File: config.mk
export PLATFORM = sky130hd
export DESIGN_NAME = traffic_phase_fsm_flat
export DESIGN_NICKNAME = d
export VERILOG_FILES = /design/src/rtl/traffic_phase_fsm_pkg.sv /design/src/rtl/traffic_phase_fsm_if.sv /design/src/rtl/traffic_phase_fsm_phase_timer.sv /design/src/rtl/traffic_phase_fsm.sv /design/src/flat_wrapper.sv
export SDC_FILE = /design/constraint.sdc
export NUM_CORES = 1
export LEC_CHECK = 0
export ABC_AREA = 0
export ABC_CLOCK_PERIOD_IN_PS = 7080
export BUFFER_PORTS_ARGS = -buffer_cell sky130_fd_sc_hd__buf_2
export CAP_MARGIN = 10
export CORE_ASPECT_RATIO = 0.6
export CORE_UTILIZATION = 35
export CTS_CLUSTER_SIZE = 30
export DETAILED_ROUTE_END_ITERATION = 7
export HOLD_SLACK_MARGIN = 0.12
export PLACE_DENSITY = 0.58
export SLEW_MARGIN = 15
export SYNTH_ARGS = -nofsm -noshare
export SYNTH_HDL_FRONTEND = slang
export SYNTH_HIERARCHICAL = 1
export SYNTH_SLANG_ARGS = --single-unit
File: constraint.sdc
create_clock -name clk -period 7.08 [get_ports clk]
set_input_delay 1.416 -clock clk [delete_from_list [all_inputs] [get_ports clk]]
set_output_delay 1.416 -clock clk [all_outputs]
set_load 0.02 [all_outputs]
File: src/rtl/traffic_phase_fsm_pkg.sv
// Shared types and constants for the intersection phase controller:
// phase encodings, lamp codes and the seconds-counter width.
package traffic_phase_fsm_pkg;

    localparam int CNT_W   = 6;
    localparam int CNT_TOP = 63;

    typedef enum logic [2:0] {
        ALL_RED_A = 3'd0,
        NS_GREEN  = 3'd1,
        NS_YELLOW = 3'd2,
        ALL_RED_B = 3'd3,
        EW_GREEN  = 3'd4,
        EW_YELLOW = 3'd5,
        FLASH     = 3'd6
    } phase_t;

    // Lamp word is {red, yellow, green}.
    typedef logic [2:0] lamp_t;
    localparam lamp_t LAMP_RED = 3'b100;
    localparam lamp_t LAMP_YEL = 3'b010;
    localparam lamp_t LAMP_GRN = 3'b001;
    localparam lamp_t LAMP_OFF = 3'b000;

    function automatic bit dur_valid(input int d);
        return (d >= 1) && (d <= CNT_TOP);
    endfunction

endpackage

File: src/rtl/traffic_phase_fsm_if.sv
// Signal bundle between the timer stage / request inputs and the phase controller.
// The controller takes the slave side; whatever drives ticks and requests takes master.
interface traffic_phase_fsm_if;
    import traffic_phase_fsm_pkg::*;

    logic       one_sec;
    logic       half_sec;
    logic       ped_req_ns;
    logic       ped_req_ew;
    logic       ew_car;
    logic       flash_mode;
    lamp_t      ns_lamp;
    lamp_t      ew_lamp;
    logic       walk_ns;
    logic       walk_ew;
    logic [2:0] phase;

    modport master (
        output one_sec, half_sec, ped_req_ns, ped_req_ew, ew_car, flash_mode,
        input  ns_lamp, ew_lamp, walk_ns, walk_ew, phase
    );

    modport slave (
        input  one_sec, half_sec, ped_req_ns, ped_req_ew, ew_car, flash_mode,
        output ns_lamp, ew_lamp, walk_ns, walk_ew, phase
    );

endinterface

File: src/rtl/traffic_phase_fsm_phase_timer.sv
// Seconds spent in the current phase: counts one_sec ticks, saturates at the top
// of the counter, and restarts from zero whenever the controller changes phase.
module traffic_phase_fsm_phase_timer
    import traffic_phase_fsm_pkg::*;
(
    input  logic             clk,
    input  logic             reset,
    input  logic             clear,
    input  logic             tick,
    output logic [CNT_W-1:0] sec_cnt
);

    localparam logic [CNT_W-1:0] CNT_MAX = CNT_W'(CNT_TOP);

    always_ff @(posedge clk) begin
        if (reset || clear) begin
            sec_cnt <= '0;
        end else if (tick && (sec_cnt != CNT_MAX)) begin
            sec_cnt <= sec_cnt + CNT_W'(1);
        end
    end

endmodule

File: src/rtl/traffic_phase_fsm.sv
// Two-way intersection phase controller: NS/EW green-yellow-red sequencing with
// pedestrian walk service, an EW car sensor and a flashing fault/night mode.
module traffic_phase_fsm
    import traffic_phase_fsm_pkg::*;
#(
    parameter int GREEN_TIME   = 20,
    parameter int MIN_GREEN    = 5,
    parameter int YELLOW_TIME  = 3,
    parameter int ALL_RED_TIME = 1,
    parameter int WALK_TIME    = 7
) (
    input  logic clk,
    input  logic reset,
    traffic_phase_fsm_if.slave bus
);

    // A walk longer than the NS minimum green is allowed: it is simply cut off
    // when the green ends, so walk can never show outside its own green.
    if (!(dur_valid(GREEN_TIME) && dur_valid(MIN_GREEN) && dur_valid(YELLOW_TIME) &&
          dur_valid(ALL_RED_TIME) && dur_valid(WALK_TIME) &&
          (MIN_GREEN <= GREEN_TIME) && (WALK_TIME <= GREEN_TIME))) begin : g_bad_timing
        $error("traffic_phase_fsm: illegal timing parameters");
    end

    localparam logic [CNT_W:0] GREEN_T   = (CNT_W+1)'(GREEN_TIME);
    localparam logic [CNT_W:0] MIN_T     = (CNT_W+1)'(MIN_GREEN);
    localparam logic [CNT_W:0] YELLOW_T  = (CNT_W+1)'(YELLOW_TIME);
    localparam logic [CNT_W:0] ALL_RED_T = (CNT_W+1)'(ALL_RED_TIME);
    localparam logic [CNT_W:0] WALK_T    = (CNT_W+1)'(WALK_TIME);

    phase_t           state;
    phase_t           next_state;
    logic [CNT_W-1:0] sec_cnt;
    logic [CNT_W:0]   sec_next;
    logic             ped_pend_ns, ped_pend_ew;
    logic             next_pend_ns, next_pend_ew;
    logic             flash_on, next_flash_on;
    logic             walk_ns_q, walk_ew_q, next_walk_ns, next_walk_ew;
    lamp_t            ns_lamp_q, ew_lamp_q, next_ns_lamp, next_ew_lamp;
    logic             enter_ns, enter_ew, walk_end;

    traffic_phase_fsm_phase_timer u_timer (
        .clk     (clk),
        .reset   (reset),
        .clear   (next_state != state),
        .tick    (bus.one_sec),
        .sec_cnt (sec_cnt)
    );

    // Compare against sec_cnt+1 so a timed exit lands on the tick that completes the duration.
    assign sec_next = {1'b0, sec_cnt} + (CNT_W+1)'(1);

    always_comb begin
        next_state = state;
        case (state)
            ALL_RED_A: begin
                if (bus.one_sec && (sec_next >= ALL_RED_T))
                    next_state = bus.flash_mode ? FLASH : NS_GREEN;
            end
            NS_GREEN: begin
                if (bus.flash_mode)
                    next_state = NS_YELLOW;
                else if (bus.one_sec && (bus.ew_car || ped_pend_ew) &&
                         ((sec_next >= GREEN_T) || (ped_pend_ew && (sec_next >= MIN_T))))
                    next_state = NS_YELLOW;
            end
            NS_YELLOW: begin
                if (bus.one_sec && (sec_next >= YELLOW_T))
                    next_state = ALL_RED_B;
            end
            ALL_RED_B: begin
                if (bus.one_sec && (sec_next >= ALL_RED_T))
                    next_state = bus.flash_mode ? FLASH : EW_GREEN;
            end
            EW_GREEN: begin
                if (bus.flash_mode || (bus.one_sec && (sec_next >= GREEN_T)))
                    next_state = EW_YELLOW;
            end
            EW_YELLOW: begin
                if (bus.one_sec && (sec_next >= YELLOW_T))
                    next_state = ALL_RED_A;
            end
            FLASH: begin
                if (!bus.flash_mode)
                    next_state = ALL_RED_A;
            end
            default: next_state = ALL_RED_A;
        endcase
    end

    // Ped latches, walk windows and flash phase; outputs are precomputed from the next state.
    always_comb begin
        enter_ns      = (next_state == NS_GREEN) && (state != NS_GREEN);
        enter_ew      = (next_state == EW_GREEN) && (state != EW_GREEN);
        walk_end      = bus.one_sec && (sec_next >= WALK_T);
        next_pend_ns  = enter_ns ? 1'b0 : (ped_pend_ns | bus.ped_req_ns);
        next_pend_ew  = enter_ew ? 1'b0 : (ped_pend_ew | bus.ped_req_ew);
        next_walk_ns  = (next_state == NS_GREEN) &&
                        (enter_ns ? ped_pend_ns : (walk_ns_q && !walk_end));
        next_walk_ew  = (next_state == EW_GREEN) &&
                        (enter_ew ? ped_pend_ew : (walk_ew_q && !walk_end));
        next_flash_on = ((state == FLASH) && (next_state == FLASH)) ? (flash_on ^ bus.half_sec) : 1'b0;
        next_ns_lamp  = LAMP_RED;
        next_ew_lamp  = LAMP_RED;
        case (next_state)
            NS_GREEN:  next_ns_lamp = LAMP_GRN;
            NS_YELLOW: next_ns_lamp = LAMP_YEL;
            EW_GREEN:  next_ew_lamp = LAMP_GRN;
            EW_YELLOW: next_ew_lamp = LAMP_YEL;
            FLASH: begin
                next_ns_lamp = next_flash_on ? LAMP_YEL : LAMP_OFF;
                next_ew_lamp = next_flash_on ? LAMP_RED : LAMP_OFF;
            end
            default: begin
                next_ns_lamp = LAMP_RED;
                next_ew_lamp = LAMP_RED;
            end
        endcase
    end

    always_ff @(posedge clk) begin
        if (reset) begin
            state       <= ALL_RED_A;
            ped_pend_ns <= 1'b0;
            ped_pend_ew <= 1'b0;
            flash_on    <= 1'b0;
            walk_ns_q   <= 1'b0;
            walk_ew_q   <= 1'b0;
            ns_lamp_q   <= LAMP_RED;
            ew_lamp_q   <= LAMP_RED;
        end else begin
            state       <= next_state;
            ped_pend_ns <= next_pend_ns;
            ped_pend_ew <= next_pend_ew;
            flash_on    <= next_flash_on;
            walk_ns_q   <= next_walk_ns;
            walk_ew_q   <= next_walk_ew;
            ns_lamp_q   <= next_ns_lamp;
            ew_lamp_q   <= next_ew_lamp;
        end
    end

    assign bus.ns_lamp = ns_lamp_q;
    assign bus.ew_lamp = ew_lamp_q;
    assign bus.walk_ns = walk_ns_q;
    assign bus.walk_ew = walk_ew_q;
    assign bus.phase   = state;

endmodule

File: src/flat_wrapper.sv
// flat-port wrapper written by rule: the top's interface ports become plain ports
module traffic_phase_fsm_flat import traffic_phase_fsm_pkg::*;
#(
    parameter int GREEN_TIME   = 20,
    parameter int MIN_GREEN    = 5,
    parameter int YELLOW_TIME  = 3,
    parameter int ALL_RED_TIME = 1,
    parameter int WALK_TIME    = 7
)
  (clk, reset, bus_one_sec, bus_half_sec, bus_ped_req_ns, bus_ped_req_ew, bus_ew_car, bus_flash_mode, bus_ns_lamp, bus_ew_lamp, bus_walk_ns, bus_walk_ew, bus_phase);
  traffic_phase_fsm_if bus_i ();
  input  logic clk;
  input  logic reset;
  input wire logic [$bits(bus_i.one_sec)-1:0] bus_one_sec;
  input wire logic [$bits(bus_i.half_sec)-1:0] bus_half_sec;
  input wire logic [$bits(bus_i.ped_req_ns)-1:0] bus_ped_req_ns;
  input wire logic [$bits(bus_i.ped_req_ew)-1:0] bus_ped_req_ew;
  input wire logic [$bits(bus_i.ew_car)-1:0] bus_ew_car;
  input wire logic [$bits(bus_i.flash_mode)-1:0] bus_flash_mode;
  output wire logic [$bits(bus_i.ns_lamp)-1:0] bus_ns_lamp;
  output wire logic [$bits(bus_i.ew_lamp)-1:0] bus_ew_lamp;
  output wire logic [$bits(bus_i.walk_ns)-1:0] bus_walk_ns;
  output wire logic [$bits(bus_i.walk_ew)-1:0] bus_walk_ew;
  output wire logic [$bits(bus_i.phase)-1:0] bus_phase;
  assign bus_i.one_sec = bus_one_sec;
  assign bus_i.half_sec = bus_half_sec;
  assign bus_i.ped_req_ns = bus_ped_req_ns;
  assign bus_i.ped_req_ew = bus_ped_req_ew;
  assign bus_i.ew_car = bus_ew_car;
  assign bus_i.flash_mode = bus_flash_mode;
  assign bus_ns_lamp = bus_i.ns_lamp;
  assign bus_ew_lamp = bus_i.ew_lamp;
  assign bus_walk_ns = bus_i.walk_ns;
  assign bus_walk_ew = bus_i.walk_ew;
  assign bus_phase = bus_i.phase;
  traffic_phase_fsm #(.GREEN_TIME(GREEN_TIME), .MIN_GREEN(MIN_GREEN), .YELLOW_TIME(YELLOW_TIME), .ALL_RED_TIME(ALL_RED_TIME), .WALK_TIME(WALK_TIME)) u_core (.clk(clk), .reset(reset), .bus(bus_i));
endmodule
Word-level counts from Yosys, hierarchy flattened

Cells that the tools add are included.

Divide/modulo/power cells: 0
Magnitude comparators: 5
Multipliers: 0
$add $sub $neg: 2
Multiplexer cells: 18
Shift operators: 0
Bitwise gates (word level): 3
Eq/ne operators: 15
Reduce and logical (&&, ||, !) cells: 23

Operator list:

| kind                | count |
|---|---|
| $mux 3              | 10 |
| $pmux 3 s7          | 1 |
| $eq 3x3->1 const B  | 6 |
| $pmux 3 s3          | 2 |
| $logic_and 1x1->1   | 15 |
| $ge 7x3->1 const B  | 2 |
| $eq 3x2->1 const B  | 3 |
| $add 6x1->7 const B | 1 |
| $ge 7x1->1 const B  | 1 |
| $ge 7x2->1 const B  | 1 |
| $ge 7x5->1 const B  | 1 |
| $add 6x1->6 const B | 1 |
| $eq 3x1->1 const B  | 2 |
| $ne 6x6->1 const B  | 1 |
| $logic_or 1x1->1    | 4 |
| $mux 2              | 2 |
| $reduce_or 2->1     | 2 |
| $logic_not 3->1     | 1 |
| $mux 1              | 3 |
| $ne 3x1->1 const B  | 1 |
| $ne 3x3->1          | 1 |
| $ne 3x3->1 const B  | 1 |
| $or 1x1->1          | 2 |
| $logic_not 1->1     | 1 |
| $xor 1x1->1         | 1 |

ROM bits: 0
Latch bits: 0
Logic and storage cells: 75
RAM bits: 0
Memories: 0
Flip-flop bits (word level): 20

Logic depth before layout (Yosys ltp)

Gate-level depths: netlist of run 1.

Word-level depth: 13
Mapped depth: 13

Modules after synthesis

Netlist of run 1, hierarchy kept.

Modules (own cells, without submodules):

| module                        | times used | area an instance (µm²) | cells each | seq. area each (µm²) |
|---|---|---|---|---|
| traffic_phase_fsm             | 1          | 1039.7                 | 135        | 280.3 |
| traffic_phase_fsm_phase_timer | 1          | 286.5                  | 29         | 120.1 |

Worst setup path before layout of run 1

Ideal clock, no wire load.

Path type: input to register
Start: input port bus_one_sec
End: register u_core.u_timer.sec_cnt[5]
Required time: 6.957 ns
Library setup time: 0.123 ns
Arrival time: 3.429 ns
Setup slack: 3.527 ns
Cell stages on the path: 12
Cell sequence: buf_1 or2_2 nand3_1 a31oi_1 or3_1 a211oi_2 a21oi_1 o21ai_0 or2_0 clkbuf_1 nor2_1 mux2_1

Word-level cells in the longest chain between the ends: 7

Ends and longest elaborated chain:

| what                            | RTL line                            | source |
|---|---|---|
| start: declaration              | flat_wrapper.sv:14                  | `input wire logic [$bits(bus_i.one_sec)-1:0] bus_one_sec;` |
| $logic_and 1x1->1 (2 in series) | traffic_phase_fsm.sv:63             | `else if (bus.one_sec && (bus.ew_car \|\| ped_pend_ew) &&` |
| $mux 3                          | traffic_phase_fsm.sv:63             |  |
| $mux 3                          | traffic_phase_fsm.sv:61             | `if (bus.flash_mode)` |
| $pmux 3 s7                      | traffic_phase_fsm.sv:55             | `case (state)` |
| $ne 3x3->1                      | traffic_phase_fsm.sv:45             | `.clear (next_state != state),` |
| $logic_or 1x1->1                | traffic_phase_fsm_phase_timer.sv:16 | `if (reset \|\| clear) begin` |
| end signal: assignment          | traffic_phase_fsm_phase_timer.sv:19 | `sec_cnt <= sec_cnt + CNT_W'(1);` |
| end: declaration                | traffic_phase_fsm_phase_timer.sv:10 | `output logic [CNT_W-1:0] sec_cnt` |

Parallel ways exist; a longest one is shown, timed or not.
A chain may end at the register's enable or synchronous reset.

Worst setup path in the final report of run 1

Same ends and word-level chain as after synthesis.

==> impl_metrics.toml, run 1 <==
[run_status]
status = "complete, no violations"

[global_route]
overflow = 0
grt_pass1_vias = 1161
grt_pass1_wl_mm = 5.49
met1_usage = 0.264
antenna_found_initial = 0
busiest_layer = "met1"
grtUsageMet2 = 0.240
globalRouteMet3Util = 0.0630
grt_max_degree = 20
grtUsageTotal = 0.182

[setup_path]
r2r-start = "u_core/u_timer/sec_cnt[0]"
crit_slowest_cell = "or3_1"
worstSetupPathType = "in -> reg"
reg2reg_depth = 12
cp.required_ps = 7240
cp_max_fo = 14
max_stage_delay_ps = 420
crit_buf_inv = 1
cp_num_cells = 11
r2r-end = "u_core/u_timer/sec_cnt[5]"
crit_start = "bus_one_sec"
arrival_ps = 3720
ff2ff_setup_slack_ps = 3570
cp-start-kind = "input pin"
cp-end-kind = "flop"
crit_family = "simple AND/OR/NAND/NOR gates"
crit_path_cell_trace = "buf_2 > or2_2 > nand3_1 > a31oi_1 > or3_1 > a211oi_2 > a21oi_1 > o21ai_0 > or2_0 > nor2_1 > mux2_1"
crit_path_end = "u_core/u_timer/sec_cnt[5]"

[floorplan]
die_h_um = 49.7
coreArea_um2 = 3420
die-area_um2 = 4050
placementRows = 16
initial_core_util = 0.387
pin_count = 19
die_w_um = 81.5

[drt]
final_antenna_net_count = 0
wirelength_mm = 3.42
num_vias = 1278
drt_iter0_drc = 113
drc_errors = 0
viasPerCell = 5.71
wl_per_cell_um = 15.3
first_pass_iters = 4

[sta]
tightest_slew_ps = 625
slew_headroom = 0.583
min_period_over_period = 0.503
drv_slew = 0
fin_worst_skew_ps = 9.69
max_freq_mhz = 281
fin_crit_ps = 3560
setup_tns_ps = 0
finalWorstSetupSlack_ps = 3520
grt_setup_unrepaired = "no"
setup_viol = 0
finalHoldViolations = 0

[yosys]
synth.net_count = 176
yosysMostFrequentCell = "dfxtp_1"
synth_ff_type = "dfxtp_1"
synthTopCellsByArea = "dfxtp_1 30%, nor2_1 5.1%, a21oi_1 4.5%"
async_flop_share = 0
synth.largest_area_cell = "dfxtp_1"
syn_area_um2 = 1330
yosys.cell_types.count = 53
synth_top_area_frac = 0.302
ys_warn_count = 6
seq_area_frac_synth = 0.302
syn_area_per_cell_um2 = 8.09
synth_edf_count = 0
synth_top_cells_by_count = "20 x dfxtp_1, 18 x nor2_1, 12 x a21oi_1"
ys_seq_elements = 20
syn_inst = 164

[place]
placed_area_um2 = 1440
io_buffers = 18
place_congestion = 0.903
dp_slack_ps = 3230
dp_hpwl_mm = 2.63

[final_layout]
fin_nets = 192
stdcell_area_um2 = 1520
drive_above_1_share = 0.184
syn_to_final_growth_pct = 14.2
num_antenna_cells = 0
post-route-util = 0.443
fill_cells = 319

[cts]
tritoncts = "yes"
cts.repair.resized = 0
htree_levels = 1
clk_latency_ps = 270
cts.hold.buffers_added = 0
cts.sinks = 20
clk_pin_slew_ps = 80
cts_buffer_depth = 2
post_cts_buffers = 0
cts_made_buffers = 3
clockRootBuffer = "clkbuf_8"

[hold_path]
hp-class = "reg -> reg"
hold_start = "u_core/bus.walk_ew"

[pwr]
finalPower_uw = 388
max-vdd-ir-drop_v = 0.000106
p_per_area_nw_per_um2 = 256
leakagePower_nw = 0.614

[run]
drv_cap = 0
final cells by class:
type                    count  area (µm²)  area share
clock inverters             1        30.0      0.0198
multi-input cells         127         860       0.567
well taps                  45        56.3      0.0372
clock buffers               3        41.3      0.0273
inverters                  10        37.5      0.0248
repair buffers             18        90.1      0.0595
flip-flops and latches     20         400       0.264
cells by family after synthesis:
logic type                 after synthesis  synth area share
buffers and inverters                   17            0.0500
AOI/OAI and AO/OA                       49             0.269
adders and majority gates                4            0.0377
and+or+nand+nor                         68             0.297
muxes                                    3            0.0245
xor gates and xnor gates                 3            0.0198
DFF                                     20             0.302
through the flow:
stage | hold WS, ps | cells
2_1_floorplan | 453 | 164
3_3_place_gp | 468 | 220
3_5_place_dp | 467 | 220
4_1_cts | 484 | 224
5_1_grt | 523 | 224
6_report | 479 | 224
registers in the layout, indices dropped and copies added, names as in the netlist:
signal	cells
u_core/u_timer/sec_cnt	6
u_core/bus.ew_lamp	3
u_core/bus.ns_lamp	3
u_core/bus.phase	3
u_core/bus.walk_ew	1
u_core/bus.walk_ns	1
u_core/flash_on	1
u_core/ped_pend_ew	1
u_core/ped_pend_ns	1
worst min-delay path by stage:
stage                                    end  slack, ps  cells after the start
after floorplan           u_core/ped_pend_ns        450                      2
after global placement    u_core/bus.walk_ew        470                      2
after detailed placement  u_core/bus.walk_ew        470                      2
after CTS                 u_core/bus.walk_ew        480                      2
after global routing      u_core/bus.walk_ew        520                      2
final                     u_core/bus.walk_ew        480                      2
per-layer routing:
layer  up-vias  part of all wire
li1        627                 -
met1       596              0.51
met2        55              0.41
met3         0             0.088
met4         0                 0
met5         -                 0
cell usage in the layout, fill, tap and decap left out, types with 4 or more instances in the layout:
cell	count
a211oi_1	4
a21oi_1	12
buf_2	18
dfxtp_1	20
ha_1	4
inv_1	10
nand2_1	11
nand2b_1	6
nand3_1	4
nor2_1	18
nor2b_1	4
nor3_1	6
o21ai_0	8
power by group:
group | internal [mW] | switching (mW) | total, mW | leakage (nW)
logic | 0.0483 | 0.0791 | 0.127 | 0.415
clock network | 0.0755 | 0.0408 | 0.116 | 0.0357
registers | 0.126 | 0.0184 | 0.144 | 0.163
worst register-to-register path, delay by kind of cell (launching register included):
family          cells  cell delay, ps
compound gates      4             760
mux                 1             290
fa+ha+maj           1             340
flops               1             530
buf+inv             1             160
simple gates        5            1320
Note: power is estimated with default switching activity, not from simulation.
==> inputs of run 2 (changes only) <==
--- a/config.mk
+++ b/config.mk
@@ -5,8 +5,8 @@
 export SDC_FILE = /design/constraint.sdc
 export NUM_CORES = 1
 export LEC_CHECK = 0
-export ABC_AREA = 0
-export ABC_CLOCK_PERIOD_IN_PS = 7080
+export ABC_AREA = 1
+export ABC_CLOCK_PERIOD_IN_PS = 3100
 export BUFFER_PORTS_ARGS = -buffer_cell sky130_fd_sc_hd__buf_2
 export CAP_MARGIN = 10
 export CORE_ASPECT_RATIO = 0.6
@@ -14,7 +14,7 @@
 export CTS_CLUSTER_SIZE = 30
 export DETAILED_ROUTE_END_ITERATION = 7
 export HOLD_SLACK_MARGIN = 0.12
-export PLACE_DENSITY = 0.58
+export PLACE_DENSITY = 0.6
 export SLEW_MARGIN = 15
 export SYNTH_ARGS = -nofsm -noshare
 export SYNTH_HDL_FRONTEND = slang
==> constraint.sdc (replaced) <==
create_clock -name clk -period 3.1 [get_ports clk]
set_input_delay 0.62 -clock clk [delete_from_list [all_inputs] [get_ports clk]]
set_output_delay 0.62 -clock clk [all_outputs]
set_load 0.02 [all_outputs]
==> impl_metrics.toml, run 2 <==
[sta]
fin_crit_ps = 2710
grt_setup_unrepaired = "no"
slew_headroom = 0.644
max_freq_mhz = 369
drv_slew = 0
finalHoldViolations = 0
setup_viol = 0
fin_worst_skew_ps = 1.35
tightest_slew_ps = 529
min_period_over_period = 0.874
setup_tns_ps = 0
timing.hold.ws_ps = 482
finalWorstSetupSlack_ps = 390

[global_route]
grt_max_degree = 15
grt_pass1_vias = 1036
overflow = 0
grtUsageTotal = 0.159
antenna_found_initial = 0
grt_pass1_wl_mm = 4.90

[yosys]
syn_area_um2 = 1340
synth.net_count = 213
synth_edf_count = 0
synth.largest_area_cell = "dfxtp_1"
synth_top_area_frac = 0.298
ys_seq_elements = 20
syn_inst = 201
synth_top_cells_by_count = "50 x nand2_1, 24 x inv_1, 23 x nor2_1"
yosys.cell_types.count = 34
synthTopCellsByArea = "dfxtp_1 30%, nand2_1 14%, nand3_1 6.7%"
ys_warn_count = 6
yosysMostFrequentCell = "nand2_1"
async_flop_share = 0
syn_area_per_cell_um2 = 6.69
seq_area_frac_synth = 0.298
synth_ff_type = "dfxtp_1"

[setup_path]
cp.required_ps = 3290
arrival_ps = 2900
ff2ff_setup_slack_ps = 390
worstSetupPathType = "reg -> reg"
cp_max_fo = 9
cp-start-kind = "flop"
cp-end-kind = "flop"

[cts]
htree_levels = 1
post_cts_buffers = 0
clockRootBuffer = "clkbuf_8"
cts_made_buffers = 3
cts.sinks = 20
tritoncts = "yes"
cts.repair.resized = 0
cts_buffer_depth = 2
clk_pin_slew_ps = 70
cts.hold.buffers_added = 0
clk_latency_ps = 250

[drt]
final_antenna_net_count = 0
drt_iter0_drc = 103
wirelength_mm = 2.97
wl_per_cell_um = 11.2
first_pass_iters = 7
num_vias = 1292
drc_errors = 0
viasPerCell = 4.88

[place]
dp_slack_ps = 395
place_congestion = 0.823
io_buffers = 18
dp.cells = 262
placed_area_um2 = 1470
dp_hpwl_mm = 2.39

[pwr]
p_per_area_nw_per_um2 = 684
clkPwrFrac = 0.158
power.internal_uw = 567
p_seq_frac = 0.357
max-vdd-ir-drop_v = 0.000375
combPwrFrac = 0.484
finalPower_mw = 1.04
netSwitchingPower_uw = 469
leakagePower_nw = 0.684
switching_share = 0.453

[final_layout]
num_antenna_cells = 0
regArea_um2 = 400
fill_cells = 400
multi_input_area_um2 = 822
fin_cells = 265
top_register = "u_core/u_timer/sec_cnt"
largest_register_ffs = 6
fin_nets = 232
final_common_cell = "nand2_1"
stdcell_area_um2 = 1510
syn_to_final_growth_pct = 12.7
drive_above_1_share = 0.211
post-route-util = 0.411
final_cell_mix = "50 x nand2_1, 24 x inv_1, 23 x nor2_1, 20 x dfxtp_1"

[floorplan]
placementRows = 17
die_h_um = 50.0
initial_core_util = 0.365
pin_count = 19
die-area_um2 = 4100
die_w_um = 82.0
coreArea_um2 = 3680

[hold_path]
hp-class = "reg -> reg"

[run]
drv_cap = 0

[run_status]
status = "complete, no violations"
[run 2: changes by cell type after synthesis, sizes merged, moves of 6 or more]
cell / change
nand2b: -6
nor2: +12
nand4: +6
nand2: +42
inv: +16
nand3: +19
[run 2: kinds of logic after synthesis]
logic type,after synthesis,synth area share
and+or+nand+nor,124,0.454
buffers and inverters,31,0.0903
DFF,20,0.298
AOI/OAI and AO/OA,19,0.101
adders and majority gates,4,0.0372
xor gates and xnor gates,3,0.0196
[run 2: path summary, 6_finish.rpt]
check	endpoint	cells after the start	startpoint
worst min register to register	u_core/bus.walk_ew	2	u_core/bus.walk_ew
worst min-delay path	u_core/bus.walk_ew	2	u_core/bus.walk_ew
worst max-delay path	u_core/u_timer/sec_cnt[3]	13	u_core/u_timer/sec_cnt[0]
worst max register to register	u_core/u_timer/sec_cnt[3]	13	u_core/u_timer/sec_cnt[0]
[run 2: critical path, stage by stage, from the launching register on]
cell      delay (ps)
dfxtp_1          510
inv_2            110
ha_1             330
or2_1            280
nor2_4           110
nand4_4          130
nand3_1          100
nand3_1           90
nor2_2           250
xor2_1           180
o211ai_1         100
nor2_1           230
inv_1            100
a21oi_1          120
[run 2: area by class of cell]
| class | count | area share |
|---|---|---|
| clock buffers | 3 | 0.0273 |
| inverters | 27 | 0.0669 |
| multi-input cells | 150 | 0.543 |
| flip-flops and latches | 20 | 0.264 |
| well taps | 47 | 0.0388 |
| repair buffers | 18 | 0.0595 |
[run 2: layer usage]
| metal | part of all wire | track usage | routed length [µm] |
|---|---|---|---|
| met1 | 0.59 | 0.274 | 1750 |
| met2 | 0.34 | 0.185 | 1020 |
| met3 | 0.060 | 0.0389 | 178 |
| met4 | 0.0040 | 0.0263 | 12 |
| met5 | 0 | 0 | 0 |
[run 2: power by group through the flow]
stage	registers [mW]	clock network [mW]	logic, mW
finish	0.370	0.164	0.501
global route	0.378	0.179	0.562
CTS	0.370	0.170	0.497
detailed placement	0.376	0	0.495
global placement	0.376	0	0.500
floorplan	0.406	0	0.342
==> inputs of run 3 (changes only) <==
--- a/config.mk
+++ b/config.mk
@@ -15,6 +15,7 @@
 export DETAILED_ROUTE_END_ITERATION = 7
 export HOLD_SLACK_MARGIN = 0.12
 export PLACE_DENSITY = 0.6
+export RECOVER_POWER = 50
 export SLEW_MARGIN = 15
 export SYNTH_ARGS = -nofsm -noshare
 export SYNTH_HDL_FRONTEND = slang
==> impl_metrics.toml, run 3 (same netlist as run 2, synthesis figures left out) <==
[sta]
setup_tns_ps = 0
max_freq_mhz = 371
setup_viol = 0
fin_worst_skew_ps = 1.35
fin_crit_ps = 2700
finalHoldViolations = 0
slew_headroom = 0.644
grt_setup_unrepaired = "no"
tightest_slew_ps = 529
drv_slew = 0
timing.hold.ws_ps = 483
min_period_over_period = 0.870

[global_route]
antenna_found_initial = 0
grt_pass1_wl_mm = 4.90
grt_pass1_vias = 1036
grt_max_degree = 15
overflow = 0
grtUsageTotal = 0.159

[setup_path]
cp_max_fo = 9
cp-start-kind = "flop"
arrival_ps = 2880
ff2ff_setup_slack_ps = 400
reg2reg_depth = 13
cp-end-kind = "flop"
worstSetupPathType = "reg -> reg"
cp.required_ps = 3290

[run]
drv_cap = 0

[drt]
drc_errors = 0
num_vias = 1288
wl_per_cell_um = 11.3
viasPerCell = 4.86
first_pass_iters = 5
wirelength_mm = 2.98
final_antenna_net_count = 0
drt_iter0_drc = 109

[cts]
htree_levels = 1
cts.sinks = 20
tritoncts = "yes"
cts_made_buffers = 3
cts.repair.resized = 0
clk_latency_ps = 250
clk_pin_slew_ps = 70
clockRootBuffer = "clkbuf_8"
cts.hold.buffers_added = 0
post_cts_buffers = 0
cts_buffer_depth = 2

[final_layout]
num_antenna_cells = 0
final_common_cell = "nand2_1"
top_register = "u_core/u_timer/sec_cnt"
fin_cells = 265
final_cell_mix = "50 x nand2_1, 24 x inv_1, 23 x nor2_1, 20 x dfxtp_1, 19 x nand3_1"
largest_register_ffs = 6
fin_nets = 232
syn_to_final_growth_pct = 11.3
stdcell_area_um2 = 1500
fill_cells = 409
drive_above_1_share = 0.156

[pwr]
power.internal_uw = 556
p_per_area_nw_per_um2 = 686
clkPwrFrac = 0.160
switching_share = 0.458
max-vdd-ir-drop_v = 0.000372
combPwrFrac = 0.478
p_seq_frac = 0.362
leakagePower_nw = 0.643
netSwitchingPower_uw = 470

[floorplan]
die_w_um = 82.0
pin_count = 19
initial_core_util = 0.365
die_h_um = 50.0
placementRows = 17
coreArea_um2 = 3680
die-area_um2 = 4100

[run_status]
status = "complete, no violations"

[hold_path]
hp-class = "reg -> reg"
min_path_cells = 2

[place]
placed_area_um2 = 1470
dp.cells = 262
dp_hpwl_mm = 2.39
place_congestion = 0.823
io_buffers = 18
-- run 3: routing by layer --
metal,routed length (µm),vias to the layer above,track usage
met5,0,-,0
met4,12,0,0.0263
met3,159,2,0.0389
met2,1020,32,0.185
met1,1790,564,0.274
li1,-,690,-
-- run 3: final cells by class --
type                    count  area [µm²]  share of cell area
well taps                  47        58.8              0.0393
repair buffers             18        76.3              0.0510
inverters                  27         101              0.0678
clock buffers               3        41.3              0.0276
flip-flops and latches     20         400               0.268
multi-input cells         150         817               0.546
-- run 3: worst paths after layout --
kind                             startpoint                   endpoint
hold / removal           u_core/bus.walk_ew         u_core/bus.walk_ew
setup / recovery  u_core/u_timer/sec_cnt[0]  u_core/u_timer/sec_cnt[3]
hold reg to reg          u_core/bus.walk_ew         u_core/bus.walk_ew
setup reg to reg  u_core/u_timer/sec_cnt[0]  u_core/u_timer/sec_cnt[3]
-- run 3: stage by stage --
stage	total power, mW	setup slack, ps	utilization
floorplan	0.748	693	-
global placement	0.876	527	0.400
detailed placement	0.870	395	0.400
CTS	1.04	376	0.411
global route	1.11	103	0.406
finish	1.03	403	0.406
-- run 3: worst max-delay path: stages (launching register included) --
cell and delay [ps]:
dfxtp_1 510, inv_2 110, ha_1 330, or2_1 280, nor2_4 110, nand4_4 130
nand3_1 100, nand3_1 90, nor2_2 250, xor2_1 180, o211ai_1 100, nor2_1 230
inv_1 100, a21oi_1 120
-- run 3: power groups by stage --
| stage | logic [mW] | clock network, mW | registers [mW] |
|---|---|---|---|
| after floorplan | 0.342 | 0 | 0.406 |
| after global placement | 0.500 | 0 | 0.376 |
| after detailed placement | 0.495 | 0 | 0.376 |
| after CTS | 0.497 | 0.170 | 0.370 |
| after global routing | 0.550 | 0.179 | 0.380 |
| final | 0.490 | 0.164 | 0.372 |
